## src/rtl/z80_bus_pkg.sv

```systemverilog
// Shared types for the Z80 bus responder: cycle kinds, FSM states, trace codes
// and the saturating wait-count helper.
package z80_bus_pkg;

   localparam int WAIT_CNT_BITS = 4;
   localparam int WAIT_CNT_MAX  = (1 << WAIT_CNT_BITS) - 1;

   typedef enum logic [1:0] {
      KIND_MEM  = 2'd0,
      KIND_IO   = 2'd1,
      KIND_INTA = 2'd2
   } cycle_kind_e;

   typedef enum logic [1:0] {
      ST_IDLE   = 2'd0,
      ST_WAIT   = 2'd1,
      ST_ACCESS = 2'd2,
      ST_HOLD   = 2'd3
   } bus_state_e;

   localparam logic [1:0] TRC_MEM_RD = 2'd0;
   localparam logic [1:0] TRC_MEM_WR = 2'd1;
   localparam logic [1:0] TRC_IO     = 2'd2;
   localparam logic [1:0] TRC_INTA   = 2'd3;

   // MEM_WAIT + M1_WAIT can exceed the counter range; clamp instead of wrapping.
   function automatic logic [WAIT_CNT_BITS-1:0] wait_sum(input int a, input int b);
      int s;
      s = a + b;
      if (s > WAIT_CNT_MAX) s = WAIT_CNT_MAX;
      if (s < 0) s = 0;
      return WAIT_CNT_BITS'(s);
   endfunction

endpackage

```

## src/rtl/z80_bus_wait_gen.sv

```systemverilog
// Wait-state generator: loads a count at cycle start, holds WAIT_n low for
// exactly that many clocks, and flags the final wait clock.
module z80_bus_wait_gen
   import z80_bus_pkg::*;
(
   input  logic                     clk,
   input  logic                     rst_n,
   input  logic                     load,
   input  logic [WAIT_CNT_BITS-1:0] load_val,
   output logic                     wait_n,
   output logic                     done
);

   logic [WAIT_CNT_BITS-1:0] cnt_q, cnt_d;
   logic                     wait_n_q, wait_n_d;

   always_comb begin
      cnt_d = cnt_q;
      if (load)
         cnt_d = load_val;
      else if (cnt_q != '0)
         cnt_d = cnt_q - 1'b1;
      wait_n_d = (cnt_d == '0);
   end

   always_ff @(posedge clk or negedge rst_n) begin
      if (!rst_n) begin
         cnt_q    <= '0;
         wait_n_q <= 1'b1;
      end else begin
         cnt_q    <= cnt_d;
         wait_n_q <= wait_n_d;
      end
   end

   assign wait_n = wait_n_q;
   assign done   = !load && (cnt_q == WAIT_CNT_BITS'(1));

endmodule

```

## src/rtl/z80_bus_responder.sv

```systemverilog
// Z80/R800 bus target: loadable memory, I/O bank, wait-state insertion and
// INTA vector. Define BUS_TRACE_EN to add the per-cycle trace output port group.
module z80_bus_responder
   import z80_bus_pkg::*;
#(
   parameter int         ADDR_BITS  = 8,
   parameter int         IO_BITS    = 4,
   parameter int         MEM_WAIT   = 0,
   parameter int         M1_WAIT    = 1,
   parameter int         IO_WAIT    = 1,
   parameter logic [7:0] INT_VECTOR = 8'hFF
) (
   input  logic                 CLK_n,
   input  logic                 RESET_n,
   input  logic [15:0]          A,
   input  logic                 M1_n,
   input  logic                 MREQ_n,
   input  logic                 IORQ_n,
   input  logic                 RD_n,
   input  logic                 WR_n,
   input  logic                 RFSH_n,
   input  logic [7:0]           d_in,
   output logic [7:0]           d_out,
   output logic                 d_oe,
   output logic                 WAIT_n,
   input  logic                 ld_en,
   input  logic [ADDR_BITS-1:0] ld_addr,
   input  logic [7:0]           ld_data
`ifdef BUS_TRACE_EN
   ,
   output logic                 trace_valid,
   output logic [1:0]           trace_kind,
   output logic                 trace_m1,
   output logic [15:0]          trace_addr,
   output logic [7:0]           trace_data
`endif
);

   logic [7:0] mem [2**ADDR_BITS];
   logic [7:0] io  [2**IO_BITS];

   bus_state_e  state_q, state_d;
   cycle_kind_e kind_q, kind_d;
   logic [15:0] addr_q, addr_d;
   logic        m1_q, m1_d;
   logic [7:0]  d_out_q, d_out_d;
   logic        wr_done_q, wr_done_d;

   logic                     req;
   cycle_kind_e              req_kind;
   logic                     start;
   logic [WAIT_CNT_BITS-1:0] load_val;
   logic                     wg_done;
   logic                     wr_fire, mem_we, io_we;
   logic [7:0]               rd_byte;

   // Refresh (MREQ_n with RFSH_n low) is not a memory request; MEM beats IO.
   always_comb begin
      req      = 1'b0;
      req_kind = KIND_MEM;
      if (!MREQ_n && RFSH_n) begin
         req      = 1'b1;
         req_kind = KIND_MEM;
      end else if (!IORQ_n) begin
         req      = 1'b1;
         req_kind = M1_n ? KIND_IO : KIND_INTA;
      end
      start = (state_q == ST_IDLE) && req;

      case (req_kind)
         KIND_MEM: load_val = wait_sum(MEM_WAIT, M1_n ? 0 : M1_WAIT);
         default:  load_val = wait_sum(IO_WAIT, 0);
      endcase

      case (req_kind)
         KIND_MEM: rd_byte = mem[A[ADDR_BITS-1:0]];
         KIND_IO:  rd_byte = io[A[IO_BITS-1:0]];
         default:  rd_byte = INT_VECTOR;
      endcase
   end

   // One write per cycle: the first WR_n low seen in ACCESS or HOLD.
   assign wr_fire = ((state_q == ST_ACCESS) || (state_q == ST_HOLD)) && !WR_n &&
                    !wr_done_q && (kind_q != KIND_INTA);
   assign mem_we  = wr_fire && (kind_q == KIND_MEM);
   assign io_we   = wr_fire && (kind_q == KIND_IO);

   always_comb begin
      state_d   = state_q;
      kind_d    = kind_q;
      addr_d    = addr_q;
      m1_d      = m1_q;
      d_out_d   = d_out_q;
      wr_done_d = wr_done_q || wr_fire;
      case (state_q)
         ST_IDLE: begin
            if (start) begin
               addr_d    = A;
               kind_d    = req_kind;
               m1_d      = !M1_n;
               d_out_d   = rd_byte;
               wr_done_d = 1'b0;
               state_d   = (load_val != '0) ? ST_WAIT : ST_ACCESS;
            end
         end
         ST_WAIT:   if (wg_done) state_d = ST_ACCESS;
         ST_ACCESS: state_d = ST_HOLD;
         ST_HOLD:   if (MREQ_n && IORQ_n) state_d = ST_IDLE;
         default:   state_d = ST_IDLE;
      endcase
   end

   always_ff @(posedge CLK_n or negedge RESET_n) begin
      if (!RESET_n) begin
         state_q   <= ST_IDLE;
         kind_q    <= KIND_MEM;
         addr_q    <= '0;
         m1_q      <= 1'b0;
         d_out_q   <= 8'h00;
         wr_done_q <= 1'b0;
      end else begin
         state_q   <= state_d;
         kind_q    <= kind_d;
         addr_q    <= addr_d;
         m1_q      <= m1_d;
         d_out_q   <= d_out_d;
         wr_done_q <= wr_done_d;
      end
   end

   z80_bus_wait_gen u_wait_gen (
      .clk      (CLK_n),
      .rst_n    (RESET_n),
      .load     (start),
      .load_val (load_val),
      .wait_n   (WAIT_n),
      .done     (wg_done)
   );

   // Storage is deliberately not reset; preload wins a same-address collision.
   always_ff @(posedge CLK_n) begin
      if (mem_we && !(ld_en && (ld_addr == addr_q[ADDR_BITS-1:0])))
         mem[addr_q[ADDR_BITS-1:0]] <= d_in;
      if (ld_en)
         mem[ld_addr] <= ld_data;
   end

   always_ff @(posedge CLK_n) begin
      if (io_we)
         io[addr_q[IO_BITS-1:0]] <= d_in;
   end

   assign d_out = d_out_q;
   assign d_oe  = (state_q != ST_IDLE) && WR_n && (!RD_n || (kind_q == KIND_INTA));

`ifdef BUS_TRACE_EN
   logic        trc_valid_q, trc_valid_d;
   logic [1:0]  trc_kind_q, trc_kind_d;
   logic        trc_m1_q, trc_m1_d;
   logic [15:0] trc_addr_q, trc_addr_d;
   logic [7:0]  trc_data_q, trc_data_d;
   logic [7:0]  wdata_q, wdata_d;
   logic        wrote;

   always_comb begin
      wrote       = wr_done_q || wr_fire;
      wdata_d     = wr_fire ? d_in : wdata_q;
      trc_valid_d = (state_q == ST_HOLD) && MREQ_n && IORQ_n;
      trc_kind_d  = trc_kind_q;
      trc_m1_d    = trc_m1_q;
      trc_addr_d  = trc_addr_q;
      trc_data_d  = trc_data_q;
      if (trc_valid_d) begin
         case (kind_q)
            KIND_MEM: trc_kind_d = wrote ? TRC_MEM_WR : TRC_MEM_RD;
            KIND_IO:  trc_kind_d = TRC_IO;
            default:  trc_kind_d = TRC_INTA;
         endcase
         trc_m1_d   = m1_q;
         trc_addr_d = addr_q;
         trc_data_d = wr_fire ? d_in : (wr_done_q ? wdata_q : d_out_q);
      end
   end

   always_ff @(posedge CLK_n or negedge RESET_n) begin
      if (!RESET_n) begin
         trc_valid_q <= 1'b0;
         trc_kind_q  <= 2'd0;
         trc_m1_q    <= 1'b0;
         trc_addr_q  <= '0;
         trc_data_q  <= '0;
         wdata_q     <= '0;
      end else begin
         trc_valid_q <= trc_valid_d;
         trc_kind_q  <= trc_kind_d;
         trc_m1_q    <= trc_m1_d;
         trc_addr_q  <= trc_addr_d;
         trc_data_q  <= trc_data_d;
         wdata_q     <= wdata_d;
      end
   end

   assign trace_valid = trc_valid_q;
   assign trace_kind  = trc_kind_q;
   assign trace_m1    = trc_m1_q;
   assign trace_addr  = trc_addr_q;
   assign trace_data  = trc_data_q;
`else
   // Latched fields only the trace port consumes.
   logic unused_trace_sig;
   assign unused_trace_sig = ^{addr_q, m1_q};
`endif

endmodule

```

## config.mk

```make
export PLATFORM = sky130hd
export DESIGN_NAME = z80_bus_responder
export DESIGN_NICKNAME = d
export VERILOG_FILES = /design/src/rtl/z80_bus_pkg.sv /design/src/rtl/z80_bus_wait_gen.sv /design/src/rtl/z80_bus_responder.sv
export SDC_FILE = /design/constraint.sdc
export NUM_CORES = 2
export LEC_CHECK = 0
export BUFFER_PORTS_ARGS = -buffer_cell sky130_fd_sc_hd__clkbuf_2
export CORE_ASPECT_RATIO = 0.8
export CORE_UTILIZATION = 41
export CTS_CLUSTER_DIAMETER = 80
export DETAILED_ROUTE_END_ITERATION = 8
export GPL_TIMING_DRIVEN = 0
export RECOVER_POWER = 25
export SLEW_MARGIN = 20
export SYNTH_ARGS = -nofsm -noshare
export SYNTH_HDL_FRONTEND = slang
export SYNTH_HIERARCHICAL = 1
export SYNTH_SLANG_ARGS = --single-unit
```

## constraint.sdc

```tcl
create_clock -name CLK_n -period 3 [get_ports CLK_n]
set_clock_uncertainty 0.05 [all_clocks]
set_input_delay 0.45 -clock CLK_n [delete_from_list [all_inputs] [get_ports CLK_n]]
set_output_delay 0.45 -clock CLK_n [all_outputs]
set_load 0.05 [all_outputs]
```

==> results.sh <==
export IMPL_static_leakage_power_uw=0.0429
export IMPL_post_route_period_util_pct=109
export IMPL_max_slew_margin_rel_pct=-93.5
export IMPL_synthCells=7165
export IMPL_viasPerCell=7.13
export IMPL_fillers=22900
export IMPL_antenna_found_initial=95
export IMPL_required_ps=3730
export IMPL_grt_max_degree=27
export IMPL_drt_iter0_markers=15500
export IMPL_totalWireLength_mm=598
export IMPL_power_share_clock_pct=39.3
export IMPL_instances_no_fill=11600
export IMPL_power_switching_share_pct=29.2
export IMPL_overflow=0
export IMPL_globalplace_congestion=1.10
export IMPL_die_h_um=471
export IMPL_crit_fanout=11
export IMPL_drive_gt1_share_pct=49.4
export IMPL_hold_depth=5
export IMPL_cts_buffer_depth=4
export IMPL_synth_seq_area_share_pct=58.4
export IMPL_worst_slack_ps=-266
export IMPL_dieArea_mm2=0.278
export IMPL_topRoutingLayerUsed="met5"
export IMPL_clk_pin_slew_ps=60
export IMPL_grt_use_total_pct=42.0
export IMPL_setup_viol=641
export IMPL_dpl_cell_area_mm2=0.120
export IMPL_ant_nets=0
export IMPL_hold_violations=0
export IMPL_dp_cells=10900
export IMPL_cts_root_buffer="clkbuf_16"
export IMPL_drv_cap=6
export IMPL_crit_family="buffers and inverters"
export IMPL_regArea_mm2=0.0660
export IMPL_wire_per_inst_um=51.6
export IMPL_wl_met1_mm=221
export IMPL_syn2layout_area_growth_pct=19.8
export IMPL_drc=0
export IMPL_r2r_cells=6
export IMPL_ys_seq_elements=2202
export IMPL_ys_warnings_count=6
export IMPL_synth_flop_cell="edfxtp_1"
export IMPL_clock_sinks=2202
export IMPL_violations="max-capacitance violations, max-slew violations, negative setup slack"
export IMPL_power_frac_seq_pct=45.0
export IMPL_synth_edf_count=2176
export IMPL_grt_pass1_vias=75300
export IMPL_portBuffers=36
export IMPL_hold_path_class="primary input to flip-flop"
export IMPL_core_area_mm2=0.273
export IMPL_htree_levels=4
export IMPL_worst_setup_path_end_kind="flip-flop"
export IMPL_status="finished, violations left"
export IMPL_critPathMaxStageDelay_ps=600
export IMPL_syn_avg_cell_area_um2=15.8
export IMPL_start_util_pct=41.4
export IMPL_row_count=171
export IMPL_drtPass1Iterations=8
export IMPL_dp_hpwl_mm=440
export IMPL_fin_util_pct=49.6
export IMPL_die_w_um=589
export IMPL_multi_input_area_mm2=0.0474
export IMPL_io_pins=59
export IMPL_vias=82700
export IMPL_power_density_mw_per_mm2=567
export IMPL_p_int_uw=54300
export IMPL_design_power_total_uw=76700
export IMPL_ir_drop_v=0.000582
export IMPL_path_depth=13
export IMPL_cp_slowest_cell="o211ai_1"
export IMPL_critPathKind="primary input to flip-flop"
export IMPL_cp_num_buf_inv=6
export IMPL_worst_pin_slew_ps=2900
export IMPL_insertion_delay_ps=980
export IMPL_crit_chain="buf_6 -> buf_12 -> buf_12 -> nor2_4 -> buf_6 -> buf_8 -> a22o_1 -> nor3_4 -> buf_8 -> a21oi_2 -> nand3_1 -> o211ai_1 -> a31oi_1"
export IMPL_async_reset_ff_share_pct=1.18
export IMPL_power_switching_uw=22400
export IMPL_wl_met3_mm=103
export IMPL_start_kind="primary input"
export IMPL_slew_viol_final=66
export IMPL_cts_tree="yes"
export IMPL_syn_area_mm2=0.113
export IMPL_synth_distinct_cells=63
export IMPL_grt_pass1_wl_mm=758
export IMPL_design_area_mm2=0.135
export IMPL_routed_wl_met2_mm=230
export IMPL_arrival_ps=4000
export IMPL_nNetsFinal=7753
export IMPL_pwr_share_comb_pct=15.7
export IMPL_hold_ws_ps=64.7
export IMPL_fmax_mhz=306
export IMPL_cts_made_buffers=235
export IMPL_period_needed_ps=3270
export IMPL_rsz0062_at_grt="yes"
## final timing paths
path / from / end / slack [ps]
max in group asynchronous: RESET_n / addr_q[7]$_DFFE_PN0P_ / 90
hold reg to reg: wr_done_q$_DFF_PN0_ / wr_done_q$_DFF_PN0_ / 520
min in group asynchronous: RESET_n / addr_q[2]$_DFFE_PN0P_ / 940
setup reg to reg: addr_q[1]$_DFFE_PN0P_ / mem[108][2]$_DFFE_PP_ / -140
setup / recovery: A[0] / d_out[1]$_DFFE_PN0P_ / -270
hold / removal: RFSH_n / state_q[1]$_DFFE_PN0P_ / 60
## registers in the layout, summed over array words and instances (netlist names)
name and cells:
addr_q 8, d_out 8, io 128, kind_q 2
mem 2048, state_q 2, u_wait_gen/cnt_q 4, u_wait_gen/wait_n 1
wr_done_q 1
## power by group through the flow
stage	combinational [µW]	sequential (µW)	clock (µW)
after global placement	9530	35000	0
after floorplan	4490	35000	0
after detailed placement	9940	35000	0
final	12000	34500	30200
after global routing	11700	34500	31000
after CTS	10900	34500	29900
## final cells by class
| type | count | share of cell area (%) |
|---|---|---|
| flip-flops and latches | 2202 | 48.8 |
| multi-input cells | 4168 | 35.0 |
| clock buffers | 283 | 4.51 |
| plain buffers | 774 | 3.62 |
| repair buffers | 304 | 3.41 |
| well taps | 3633 | 3.36 |
| clock inverters | 138 | 1.08 |
| diodes | 86 | 0.159 |
| inverters | 13 | 0.0379 |
## layout by cell type (no fill, tap or decap), types with 20 or more instances in the layout
cell	instances
nor2b_1	32
clkbuf_2	125
a21oi_2	21
clkbuf_16	246
buf_6	62
mux2i_2	24
nand3_1	25
nand2_1	208
o21ai_1	29
buf_16	38
o22ai_4	148
a22oi_1	129
o21ai_2	54
diode_2	86
buf_4	101
dfrtp_1	20
clkinv_2	46
a31oi_1	36
o21ai_0	24
mux4_2	405
mux2i_1	259
nor2_1	200
bufinv_16	28
clkbuf_1	514
a21oi_1	31
o22ai_1	32
edfxtp_1	2176
o21ai_4	29
clkbuf_4	36
clkinv_1	46
buf_12	161
buf_2	21
buf_8	38
a221oi_1	48
mux2_2	2104
## synthesized netlist by cell type (17+ instances only)
library cell  count  share of area (%)
a22o_1           17               0.13
nor3_1           23               0.10
a221oi_1         54               0.42
nand2_1         238               0.79
clkbuf_1        614                2.0
o21ai_0         133               0.59
mux2_2         2112                 21
nor2b_1          41               0.23
a22oi_1         136               0.90
buf_4            46               0.31
o22a_1           17               0.13
buf_6            24               0.24
nor2_1          231               0.77
a21oi_1          59               0.26
nand4_1          17              0.094
a31oi_1          36               0.20
nand3_1          41               0.18
o22ai_1         183                1.0
mux4_2          405                8.1
mux2i_1         296                2.6
buf_2            90               0.40
edfxtp_1       2176                 58
dfrtp_1          25               0.55
## layer usage
| metal | vias to the layer above | global-route usage (%) |
|---|---|---|
| met5 | - | 1.81 |
| met4 | 70 | 24.9 |
| met3 | 1786 | 21.4 |
| met2 | 7926 | 54.5 |
| met1 | 43100 | 55.2 |
| li1 | 29800 | - |
## cells by family after synthesis
family                   after synthesis  synth area share, %
flip-flops                          2202                 58.4
AO/OA/AOI/OAI                        675                 3.94
other                                  1              0.00332
adder cells (fa/ha/maj)                6               0.0665
AND/OR/NAND/NOR                      660                 2.59
XOR/XNOR                               9               0.0698
buffers and inverters                797                 3.10
multiplexers                        2815                 31.8
## metrics by stage
step | TNS (ps) | setup slack (ps)
global route | -1020 | -51.6
floorplan | 0 | 277
detailed placement | -4726040 | -3190
CTS | -27190 | -183
finish | -32630 | -266
global placement | -7394500 | -3990
## tightest hold or removal path: cells and delay by family
family	cells	cell delay (ps)
AO/OA/AOI/OAI	2	220
buffers and inverters	1	80
AND/OR/NAND/NOR	2	210
## what timing repair did
item / 4_1_cts / 5_1_grt
setup buffers: 96 / 50
cloned: 2 / 6
gates resized for setup: 839 / 215
hold endpoints to repair: 28 / 0
endpoints found under the setup margin: 2362 / 2178
pin swaps: 92 / 62
hold buffers: 2 / 0
Note: power is estimated with default switching activity, not from simulation.
